### config.mk
export PLATFORM = sky130hd
export DESIGN_NAME = mem_port_arbiter
export DESIGN_NICKNAME = d
export VERILOG_FILES = /design/src/rtl/mem_port_arbiter.sv
export SDC_FILE = /design/constraint.sdc
export NUM_CORES = 1
export LEC_CHECK = 0
export ABC_AREA = 1
export CORE_MARGIN = 3
export CORE_UTILIZATION = 60
export DETAILED_ROUTE_END_ITERATION = 6
export DONT_BUFFER_PORTS = 1
export PLACE_DENSITY = 0.77
export SLEW_MARGIN = 15
export SYNTH_ARGS = -nofsm -noshare
export SYNTH_HDL_FRONTEND = slang
export SYNTH_SLANG_ARGS = --single-unit
export TNS_END_PERCENT = 50
### constraint.sdc
create_clock -name clk -period 1.48 [get_ports clk]
set_input_delay 0.296 -clock clk [delete_from_list [all_inputs] [get_ports clk]]
set_output_delay 0.296 -clock clk [all_outputs]
set_load 0.02 [all_outputs]
### src/rtl/mem_port_arbiter.sv
// Two-requester (cpu/debug) round-robin arbiter in front of a single-port data memory.
// One transaction at a time: IDLE -> ACCESS (WAIT_CYCLES cycles) -> RESP (ack) -> IDLE.
module mem_port_arbiter #(
  parameter int unsigned WAIT_CYCLES = 1
) (
  input  logic        clk,
  input  logic        rst_n,
  input  logic        cpu_req,
  input  logic        cpu_we,
  input  logic [15:0] cpu_addr,
  input  logic [15:0] cpu_wdata,
  output logic [15:0] cpu_rdata,
  output logic        cpu_ack,
  output logic        cpu_stall,
  input  logic        dbg_req,
  input  logic        dbg_we,
  input  logic [15:0] dbg_addr,
  input  logic [15:0] dbg_wdata,
  output logic [15:0] dbg_rdata,
  output logic        dbg_ack,
  output logic        mem_en,
  output logic        mem_rdm,
  output logic [15:0] mem_addr,
  output logic [15:0] mem_wdata,
  input  logic [15:0] mem_rdata
);

  localparam int unsigned CNT_W  = 4;
  localparam int unsigned DATA_W = 16;

  localparam logic [1:0] S_IDLE   = 2'd0;
  localparam logic [1:0] S_ACCESS = 2'd1;
  localparam logic [1:0] S_RESP   = 2'd2;

  localparam logic GNT_CPU = 1'b0;
  localparam logic GNT_DBG = 1'b1;

  logic [1:0]        state,      state_nxt;
  logic [CNT_W-1:0]  cnt,        cnt_nxt;
  logic              last_grant, last_grant_nxt;
  logic              gnt,        gnt_nxt;
  logic              lat_we,     lat_we_nxt;
  logic              mem_en_nxt, mem_rdm_nxt;
  logic [DATA_W-1:0] mem_addr_nxt, mem_wdata_nxt;
  logic [DATA_W-1:0] cpu_rdata_nxt, dbg_rdata_nxt;
  logic              cpu_ack_nxt, dbg_ack_nxt;

  // Stall is the only combinational output: it must drop in the ack cycle itself.
  assign cpu_stall = cpu_req & ~cpu_ack;

  // State register; memory-facing outputs are registered from next-state values.
  always_ff @(posedge clk) begin
    if (!rst_n) begin
      state      <= S_IDLE;
      cnt        <= '0;
      last_grant <= GNT_DBG;
      gnt        <= GNT_CPU;
      lat_we     <= 1'b0;
      mem_en     <= 1'b0;
      mem_rdm    <= 1'b1;
      mem_addr   <= '0;
      mem_wdata  <= '0;
      cpu_rdata  <= '0;
      dbg_rdata  <= '0;
      cpu_ack    <= 1'b0;
      dbg_ack    <= 1'b0;
    end else begin
      state      <= state_nxt;
      cnt        <= cnt_nxt;
      last_grant <= last_grant_nxt;
      gnt        <= gnt_nxt;
      lat_we     <= lat_we_nxt;
      mem_en     <= mem_en_nxt;
      mem_rdm    <= mem_rdm_nxt;
      mem_addr   <= mem_addr_nxt;
      mem_wdata  <= mem_wdata_nxt;
      cpu_rdata  <= cpu_rdata_nxt;
      dbg_rdata  <= dbg_rdata_nxt;
      cpu_ack    <= cpu_ack_nxt;
      dbg_ack    <= dbg_ack_nxt;
    end
  end

  // Next-state and next-output logic; memory is idle/read-direction unless ACCESS follows.
  always_comb begin
    state_nxt      = state;
    cnt_nxt        = cnt;
    last_grant_nxt = last_grant;
    gnt_nxt        = gnt;
    lat_we_nxt     = lat_we;
    mem_en_nxt     = 1'b0;
    mem_rdm_nxt    = 1'b1;
    mem_addr_nxt   = mem_addr;
    mem_wdata_nxt  = mem_wdata;
    cpu_rdata_nxt  = cpu_rdata;
    dbg_rdata_nxt  = dbg_rdata;
    cpu_ack_nxt    = 1'b0;
    dbg_ack_nxt    = 1'b0;

    case (state)
      S_IDLE: begin
        if (cpu_req || dbg_req) begin
          // Tie goes to whoever was not granted last; otherwise the lone requester.
          gnt_nxt        = (cpu_req && dbg_req) ? ~last_grant : dbg_req;
          last_grant_nxt = gnt_nxt;
          lat_we_nxt     = (gnt_nxt == GNT_DBG) ? dbg_we    : cpu_we;
          mem_addr_nxt   = (gnt_nxt == GNT_DBG) ? dbg_addr  : cpu_addr;
          mem_wdata_nxt  = (gnt_nxt == GNT_DBG) ? dbg_wdata : cpu_wdata;
          cnt_nxt        = CNT_W'(WAIT_CYCLES - 1);
          mem_en_nxt     = 1'b1;
          mem_rdm_nxt    = ~lat_we_nxt;
          state_nxt      = S_ACCESS;
        end
      end
      S_ACCESS: begin
        if (cnt == '0) begin
          state_nxt = S_RESP;
          if (gnt == GNT_DBG) begin
            dbg_ack_nxt = 1'b1;
            if (!lat_we) dbg_rdata_nxt = mem_rdata;
          end else begin
            cpu_ack_nxt = 1'b1;
            if (!lat_we) cpu_rdata_nxt = mem_rdata;
          end
        end else begin
          cnt_nxt     = cnt - CNT_W'(1);
          mem_en_nxt  = 1'b1;
          mem_rdm_nxt = ~lat_we;
        end
      end
      S_RESP: begin
        state_nxt = S_IDLE;
      end
      default: begin
        state_nxt = S_IDLE;
      end
    endcase
  end

endmodule

==> metrics.md <==
| Metric | Value |
|---|---|
| Final period utilization | 0.960 |
| TritonCTS clock tree | yes |
| Number of vias per cell | between 5 and 6 |
| Worst Reg-to-Reg Cells | 6 |
| CP Launch Type | flop |
| Die Y | about 78 um |
| Clock root buffer master | clkbuf_8 |
| Initial antenna violation count | 0 |
| CP top delay family | flip-flops |
| Mapped Nets | ~480 |
| Share of cells above drive strength 1 | 0.112 |
| R2R Setup Slk | roughly 0.11 ns |
| Area of the mapped netlist | 0.00307 sq mm |
| Final Cell Area | between 0.003 and 0.004 sq mm |
| Maximum capacitance violations | 0 |
| Synthesized area per cell | between 7 and 8 sq um |
| PortBufs | 0 |
| Synth Area in Simple Gates | 0.250 |
| Multiplexer share of the synthesized area | 0 |
| Cell area power density | approximately 1800 mW/mm^2 |
| CTS buffer count | 9 |
| Routed via count | approximately 2600 |
| Clock transition at the registers of the reported paths | ~0.080 ns |
| DRC viols | 0 |
| Routability congestion estimate | 0.753 |
| Clock Skew | slightly above 0.009 ns |
| Max-slew violations | 0 |
| Post-synthesis cell type count | 26 |
| Crit path to | cpu_stall |
| Largest family of logic cells by synthesized area | simple AND/OR/NAND/NOR gates |
| I/O pin total | around 160 |
| RR Endpoint | cpu_rdata[0] |
| Initial drt markers | 91 |
| Initial core utilization | 0.637 |
| Max incr delay on CP | about 0.39 ns |
| Share of flip-flops with an asynchronous set or reset | 0 |
| Status | complete, no violations |
| Worst Hold Class | primary input to flop |
| Seq/Total Area, Yosys | 0.502 |
| Cell count along the critical path | 1 |
| Std-Cell Rows | 25 |
| H-tree depth | 3 |
| Commonest non-fill, non-tap cell in the layout | dfxtp_1 |
| Final hold violations | 0 |
| Die width | between 70 and 80 um |
| GR Util All Layers | 0.239 |
| Worst-Margin Slew | roughly 0.44 ns |
| Hold buffers post-CTS | 0 |
| Number of synthesized flops with an enable pin | 0 |
| Synth Area in XOR/XNOR | 0 |
| Synth warn | 0 |
| Yosys reg bits | slightly below 80 |
| Largest net degree at the start of global routing | 38 |
| First-pass GRT wire length | around 12 mm |
| Crit Path Class | flop to output pin |
| Final min period | approximately 1.4 ns |
| WL/cell | between 15 and 20 um |
| Static leakage | ~0.0013 uW |
| # diodes | 0 |
| Final HPWL DP | between 5 and 6 mm |
| CTS max path bufs | 2 |
| Unrepaired setup endpoints after global routing | false |
| Max rail drop VDD | 0.987 mV |
| Data arrival at the endpoint of the critical path | approximately 1.1 ns |
| Dpl cell area | just over 0.003 sq mm |
| Req. time, crit path | 1.18 ns |
| Slew HR | 0.707 |
| CP max-delay cell | dfxtp_1 |
| Maximum clock frequency | 0.704 GHz |
| Overall routed net length | 7.22 mm |
| Vias in the first global route | 2548 |
| # fillers | 411 |
| Clock Latency Late Sink | about 0.34 ns |
| Total global routing overflow | 0 |
| Final setup viols | 0 |
| WP buf/inv | 0 |
| TritonRoute pass-1 iters | 4 |
| Core Footprint | 0.00482 sq mm |
| Crit-path max FO | 2 |
| Layout area overhead | 9.87% |
| Dominant synthesized flop cell | dfxtp_1 |
| Die Area | ~0.006 sq mm |
| CP Launch Point | cpu_ack |
| CTS Sinks | 77 |
| Commonest non-fill, non-tap cells in the layout | dfxtp_1 (77), nor2_1 (70), o21ai_0 (53) |
| Antenna Nets Post-Route | 0 |
| Nets | 477 |
| Worst r2r src | cnt[0] |
| Worst path cell trace | nor2_1 |
| Adder-cell share of the synthesized area | 0.00816 |
| TNS Setup | 0 ns |
| Post-Syn Instances | between 300 and 400 |
| Compound-Gate Fraction of Synth Area | 0.179 |
| Worst Setup End Kind | output pin |
[through the flow]
step	setup slack [ns]	total power, uW	utilization	instances	hold slack (ns)
finish	0.0596	6040	0.700	461	0.0788
global route	0.0226	6360	0.700	461	0.0671
CTS	0.00422	5980	0.689	458	0.0563
detailed placement	0.0173	4290	0.644	442	0.409
global placement	0.0752	4240	0.644	442	0.396
floorplan	0.147	4010	-	390	0.426
[kinds of logic after synthesis]
group	after synthesis
AOI/OAI and AO/OA	106
adders and majority gates	2
buffers and inverters	37
DFF	77
and+or+nand+nor	168
[state kept, by name (all words and copies together) (netlist names)]
register and cells:
cnt 4, cpu_ack 1, cpu_rdata 16, dbg_ack 1, dbg_rdata 16, gnt 1, last_grant 1, lat_we 1
mem_addr 16, mem_en 1, mem_rdm 1, mem_wdata 16, state 2
[cell type report]
type                       count  area (sq um)  area share
clock buffer                  11           131      0.0390
clock inverter                 5          83.8      0.0249
inverter                      14          55.1      0.0163
multi-input combinational    276          1360       0.402
sequential                    77          1540       0.457
tap                           67          83.8      0.0249
timing repair buffer          11           120      0.0356
[metal layers]
metal,wire length [um],vias up,track usage,share of wire
met3,666,11,0.0708,0.092
met4,104,0,0.101,0.014
li1,-,1293,-,-
met5,0,-,0,0
met1,3010,1155,0.286,0.42
met2,3440,117,0.397,0.48
[worst reg2reg max path: stages, from the launching register on]
cell	delay, ns
dfxtp_1	0.33
inv_1	0.14
ha_4	0.19
nand3_4	0.12
buf_4	0.20
nor3_1	0.21
nor2_1	0.08
[where the power goes]
part           switching, uW  total [uW]  internal, uW
registers                639        3070          2430
clock network            759        1720           957
logic                    789        1250           464
total                   2190        6040          3850
[synthesized netlist by cell type, types with 2 or more instances]
library cell | instances | area (sq um)
ha_1 | 2 | 25.0
nand3_4 | 2 | 35.0
dfxtp_1 | 77 | 1540
nor3_1 | 35 | 175
buf_6 | 2 | 22.5
o21ai_0 | 53 | 265
nand2_2 | 2 | 12.5
o21ai_1 | 44 | 220
nor2_4 | 3 | 33.8
or2_2 | 2 | 12.5
nand2_1 | 46 | 173
nand3_1 | 5 | 25.0
buf_2 | 13 | 65.1
nor2_1 | 70 | 263
clkbuf_1 | 3 | 11.3
buf_4 | 4 | 30.0
o22ai_1 | 2 | 12.5
a21oi_1 | 5 | 25.0
inv_1 | 11 | 41.3
inv_2 | 3 | 11.3
[how the worst min path moves through the flow]
stage | cells past startpoint | from | slack (ns) | endpoint
floorplan | 1 | cnt[0] | 0.43 | cnt[0]
global placement | 1 | rst_n | 0.40 | last_grant
detailed placement | 1 | rst_n | 0.41 | last_grant
CTS | 1 | rst_n | 0.06 | last_grant
global route | 2 | rst_n | 0.07 | cpu_rdata[0]
finish | 1 | rst_n | 0.08 | last_grant
[repair_timing]
| item | 4_1_cts | 5_1_grt |
|---|---|---|
| resized for setup | 0 | 5 |
| setup buffers | 0 | 3 |
| setup endpoints to repair | 0 | 41 |
No activity file was read; power rests on OpenSTA's default activity.
